## src/rtl/idex_stall_reg.sv

```systemverilog
`default_nettype none
// ============================================================================
// Module   : idex_stall_reg
// Purpose  : ID/EX pipeline register with stall/flush bubbles, freeze hold,
//            PC/IF-ID write enables, a stall counter and a stall watchdog.
// Revision : 1.0
// ============================================================================
module idex_stall_reg #(
    parameter int DW        = 32,
    parameter int CNT_W     = 16,
    parameter int MAX_STALL = 4
) (
    input  logic             clk,
    input  logic             reset,
    input  logic             stall,
    input  logic             flush,
    input  logic             freeze,
    input  logic [DW-1:0]    id_pc,
    input  logic [DW-1:0]    id_rs_data,
    input  logic [DW-1:0]    id_rt_data,
    input  logic [DW-1:0]    id_imm,
    input  logic [4:0]       id_rs,
    input  logic [4:0]       id_rt,
    input  logic [4:0]       id_rd,
    input  logic [8:0]       id_ctrl,
    output logic [DW-1:0]    ex_pc,
    output logic [DW-1:0]    ex_rs_data,
    output logic [DW-1:0]    ex_rt_data,
    output logic [DW-1:0]    ex_imm,
    output logic [4:0]       ex_rs,
    output logic [4:0]       ex_rt,
    output logic [4:0]       ex_rd,
    output logic [8:0]       ex_ctrl,
    output logic             ex_memread,
    output logic             ex_valid,
    output logic             pc_write,
    output logic             ifid_write,
    output logic [CNT_W-1:0] stall_count,
    output logic             stall_err
);

    // Run counter only needs to reach MAX_STALL+1 to detect an overrun.
    localparam int RUN_W = $clog2(MAX_STALL + 2);
    localparam logic [RUN_W-1:0] c_RUN_MAX   = RUN_W'(MAX_STALL + 1);
    localparam logic [RUN_W-1:0] c_RUN_LIMIT = RUN_W'(MAX_STALL);

    logic [DW-1:0]    r_pc, r_rs_data, r_rt_data, r_imm;
    logic [4:0]       r_rs, r_rt, r_rd;
    logic [8:0]       r_ctrl;
    logic             r_valid;
    logic [CNT_W-1:0] r_stall_count;
    logic             r_stall_err;
    logic [RUN_W-1:0] r_run;

    logic             w_bubble;
    logic [RUN_W-1:0] w_run_inc;
    logic [CNT_W-1:0] w_cnt_inc;

    always_comb begin
        w_bubble  = flush | stall;
        w_run_inc = (r_run == c_RUN_MAX) ? r_run : r_run + RUN_W'(1);
        w_cnt_inc = (&r_stall_count) ? r_stall_count : r_stall_count + CNT_W'(1);
    end

    always_ff @(posedge clk) begin
        if (reset) begin
            r_pc          <= '0;
            r_rs_data     <= '0;
            r_rt_data     <= '0;
            r_imm         <= '0;
            r_rs          <= '0;
            r_rt          <= '0;
            r_rd          <= '0;
            r_ctrl        <= '0;
            r_valid       <= 1'b0;
            r_stall_count <= '0;
            r_stall_err   <= 1'b0;
            r_run         <= '0;
        end else if (!freeze) begin
            if (w_bubble) begin
                // Zeroed bubble keeps ex_memread low so the hazard unit never re-stalls on it.
                r_pc      <= '0;
                r_rs_data <= '0;
                r_rt_data <= '0;
                r_imm     <= '0;
                r_rs      <= '0;
                r_rt      <= '0;
                r_rd      <= '0;
                r_ctrl    <= '0;
                r_valid   <= 1'b0;
            end else begin
                r_pc      <= id_pc;
                r_rs_data <= id_rs_data;
                r_rt_data <= id_rt_data;
                r_imm     <= id_imm;
                r_rs      <= id_rs;
                r_rt      <= id_rt;
                r_rd      <= id_rd;
                r_ctrl    <= id_ctrl;
                r_valid   <= 1'b1;
            end

            if (stall && !flush) begin
                r_stall_count <= w_cnt_inc;
                r_run         <= w_run_inc;
                if (w_run_inc > c_RUN_LIMIT)
                    r_stall_err <= 1'b1;
            end else begin
                r_run <= '0;
            end
        end
    end

    assign pc_write    = ~freeze & (flush | ~stall);
    assign ifid_write  = pc_write;

    assign ex_pc       = r_pc;
    assign ex_rs_data  = r_rs_data;
    assign ex_rt_data  = r_rt_data;
    assign ex_imm      = r_imm;
    assign ex_rs       = r_rs;
    assign ex_rt       = r_rt;
    assign ex_rd       = r_rd;
    assign ex_ctrl     = r_ctrl;
    assign ex_memread  = r_ctrl[7];
    assign ex_valid    = r_valid;
    assign stall_count = r_stall_count;
    assign stall_err   = r_stall_err;

endmodule
`default_nettype wire

```

## config.mk

```make
export PLATFORM = sky130hd
export DESIGN_NAME = idex_stall_reg
export DESIGN_NICKNAME = d
export VERILOG_FILES = /design/src/rtl/idex_stall_reg.sv
export SDC_FILE = /design/constraint.sdc
export NUM_CORES = 1
export LEC_CHECK = 0
export CAP_MARGIN = 20
export CELL_PAD_IN_SITES_DETAIL_PLACEMENT = 0
export CELL_PAD_IN_SITES_GLOBAL_PLACEMENT = 1
export CORE_MARGIN = 2
export CORE_UTILIZATION = 28
export DETAILED_ROUTE_END_ITERATION = 16
export GPL_ROUTABILITY_DRIVEN = 1
export PLACE_DENSITY_LB_ADDON = 0.1
export SETUP_SLACK_MARGIN = 0.02
export SYNTH_ARGS = -nofsm -noshare
export SYNTH_HDL_FRONTEND = slang
export SYNTH_SLANG_ARGS = --single-unit
```

## constraint.sdc

```tcl
create_clock -name clk -period 1.9 [get_ports clk]
set_input_delay 0.285 -clock clk [delete_from_list [all_inputs] [get_ports clk]]
set_output_delay 0.285 -clock clk [all_outputs]
set_load 0.02 [all_outputs]
```

==> results.json <==
{
  "fp.dieH_um": 151.3,
  "drt_first_pass_iters": 5,
  "hold_path.class": "primary input to flip-flop",
  "pwr-share-comb": 0.119,
  "skew_ns": 0.01269,
  "path_class": "flip-flop to output pin",
  "switching_share": 0.2474,
  "synth_cells": 638,
  "clkSlewWorstSetupHoldPaths_ns": 0.07,
  "grt_max_degree": 95,
  "synth_common_cells": "173 x dfxtp_1, 163 x nor2_1, 152 x a22oi_1",
  "ys_types": 38,
  "synth_edf_count": 0,
  "seq_power_share": 0.464,
  "vdd_ir_drop_max_v": 0.0005650,
  "arrival_ns": 1.50,
  "synth.area.top_cells": "dfxtp_1 57%, a22oi_1 19%, nor2_1 10%",
  "fin_crit_ns": 1.790,
  "cpLargestDelayFamily": "buffers and inverters",
  "die_width_um": 151.3,
  "vias": 6011,
  "yosys.area.top_type": "dfxtp_1",
  "relSlewSlack": 0.3442,
  "antenna_cells": 0,
  "clockBufferDepth": 2,
  "ant_nets": 0,
  "slowest_delay_ns": 0.65,
  "maxSlewViolCount": 0,
  "grt_pass1_vias": 6010,
  "whs_ns": 0.3010,
  "cts_made_buffers": 17,
  "critPathCaptureType": "output pin",
  "antenna_found_initial": 0,
  "p_sw_mw": 1.999,
  "initial_core_util": 0.2872,
  "rows": 53,
  "vias_per_cell": 4.801,
  "rsz0062_at_grt": "false",
  "insertion_delay_ns": 0.42,
  "drive_gt1_frac": 0.07267,
  "worstMarginPinSlew_ns": 0.9838,
  "cts_tree": "done",
  "crit_path_max_fanout": 7,
  "io_pins": 330,
  "routedWlPerCell_um": 16.84,
  "layout.nets": 1125,
  "ys_seq_area_frac": 0.5700,
  "drt-initial-drc-count": 266,
  "grt_pass1_wl_um": 31790,
  "min_period_over_period": 0.9421,
  "synth_top_flop_cell": "dfxtp_1",
  "maxCapViolCount": 0,
  "fp.coreArea_um2": 21150,
  "gp_congestion": 0.8153,
  "final_util": 0.4920,
  "setup_violations": 0,
  "route.detailed.drc": 0,
  "yosysWarnings": 0,
  "htree_levels": 4,
  "postSynth.asyncResetShare": 0,
  "fmax_mhz": 558.7,
  "clockRootBuffer": "clkbuf_16",
  "start_kind": "flip-flop",
  "crit_buf_inv": 1,
  "drt_wl_total_um": 21080,
  "p_per_area_nw_per_um2": 776.3,
  "synth_top_area_frac": 0.5700,
  "syn2layout_area_growth_pct": 71.29,
  "fp.dieArea_um2": 22890,
  "hpwl_um": 15340,
  "cts_sinks": 173,
  "postSynthAreaPerCell_um2": 9.523,
  "cp_data_required_time_ns": 1.62,
  "tns_ns": 0,
  "synth-seq-cells": 173,
  "grt-ovfl-total": 0,
  "p_int_mw": 6.081,
  "path_cells": "clkdlybuf4s50_1",
  "port_buffers": 329,
  "yosysMostFrequentCell": "dfxtp_1",
  "grt_use_total": 0.1787,
  "p_clk_frac": 0.416,
  "hold_violations": 0,
  "p_leak_nw": 3.744,
  "synth_nets": 798,
  "netlist_area_um2": 6076,
  "status": "complete, no violations",
  "critPathSlowestCell": "clkdlybuf4s50_1"
}
worst paths after layout:
kind / startpoint / to / slack (ns) / cells after the start
hold reg to reg: stall_err$_SDFFE_PP0P_ / stall_err$_SDFFE_PP0P_ / 0.48 / 2
hold / removal: reset / ex_rs_data[10]$_SDFFE_PP0N_ / 0.30 / 2
setup reg to reg: stall_count[0]$_SDFFE_PP0P_ / stall_count[7]$_SDFFE_PP0P_ / 0.13 / 6
setup / recovery: stall_count[7]$_SDFFE_PP0P_ / stall_count[7] / 0.11 / 1
layout by cell type (no fill, tap or decap), types with 2 or more instances in the layout:
cell type        netlist  routed
a2111oi_0              2       2
a21oi_1               15      15
a22oi_1              152     152
a31oi_1                5       5
and3_1                 2       2
buf_12                 0       9
buf_4                  2      27
clkbuf_16              0      17
clkdlybuf4s50_1        0     323
clkinvlp_4             0       4
dfxtp_1              173     173
dlygate4sd2_1          0       3
ha_1                   3       3
inv_1                  5       5
inv_6                  0       5
mux2i_1                2       2
nand2_1                9       9
nand2b_1               2       2
nand3_1                7       7
nand4_1                3       3
nor2_1               163     163
nor3_1                 5       5
nor4_1                 2       2
o211ai_1               2       2
o21ai_0                5       5
o21bai_1               2       2
o31ai_1                4       4
or3_1                  5       5
or4_1                  4       4
registers in the layout, indices dropped and copies added (netlist names):
signal	cells
ex_rt_data	32
stall_err	1
ex_valid	1
ex_rs_data	32
ex_ctrl	9
ex_rs	5
ex_pc	32
ex_rd	5
ex_rt	5
r_run	3
ex_imm	32
stall_count	16
kinds of logic (layout without fill, tap and decap cells):
| logic type | count (synthesis) | in the layout | share of synthesized area |
|---|---|---|---|
| and+or+nand+nor | 211 | 211 | 0.1544 |
| AOI/OAI and AO/OA | 188 | 188 | 0.2234 |
| DFF | 173 | 173 | 0.5700 |
| buffers and inverters | 60 | 399 | 0.04118 |
| adders and majority gates | 3 | 3 | 0.006179 |
| muxes | 2 | 2 | 0.003295 |
| xor gates and xnor gates | 1 | 1 | 0.001442 |
cell type report:
class | instances | area [um2]
Clock inverter | 13 | 128.9
Multi-Input combinational cell | 405 | 2369
Tap cell | 275 | 344.1
Fill cell | 1954 | 10750
Clock buffer | 18 | 429.2
Sequential cell | 173 | 3463
Inverter | 5 | 18.77
Timing Repair Buffer | 363 | 3655
metal layers:
layer,up-vias,share of wire,track usage
met5,-,0,0
met1,2807,0.37,0.1945
met4,0,0.033,0.08178
li1,2947,-,-
met3,36,0.085,0.07169
met2,221,0.51,0.3045
metrics by stage:
step	instance area [um2]	power, mW	std cells	setup WS [ns]
2_1_floorplan	6076	4.193	638	0.2567
3_3_place_gp	9843	4.794	1220	-0.1887
3_5_place_dp	9843	4.809	1220	-0.2352
4_1_cts	10400	8.203	1251	0.05736
5_1_grt	10410	8.413	1252	0.02337
6_report	10410	8.080	1252	0.1100
power by group through the flow:
stage	clock network (mW)	logic (mW)	registers (mW)
6_report	3.36	0.965	3.75
5_1_grt	3.61	1.04	3.76
4_1_cts	3.47	0.977	3.75
3_5_place_dp	0	0.975	3.83
3_3_place_gp	0	0.963	3.83
2_1_floorplan	0	0.264	3.93
what timing repair did:
item | CTS | global route
pin swaps | 0 | 1
cloned | 0 | 0
buffers inserted | 0 | 1
gates resized for setup | 3 | 1
hold buffers | 0 | 0
endpoints found under the setup margin | 3 | 3
No activity file was read; power rests on OpenSTA's default activity.
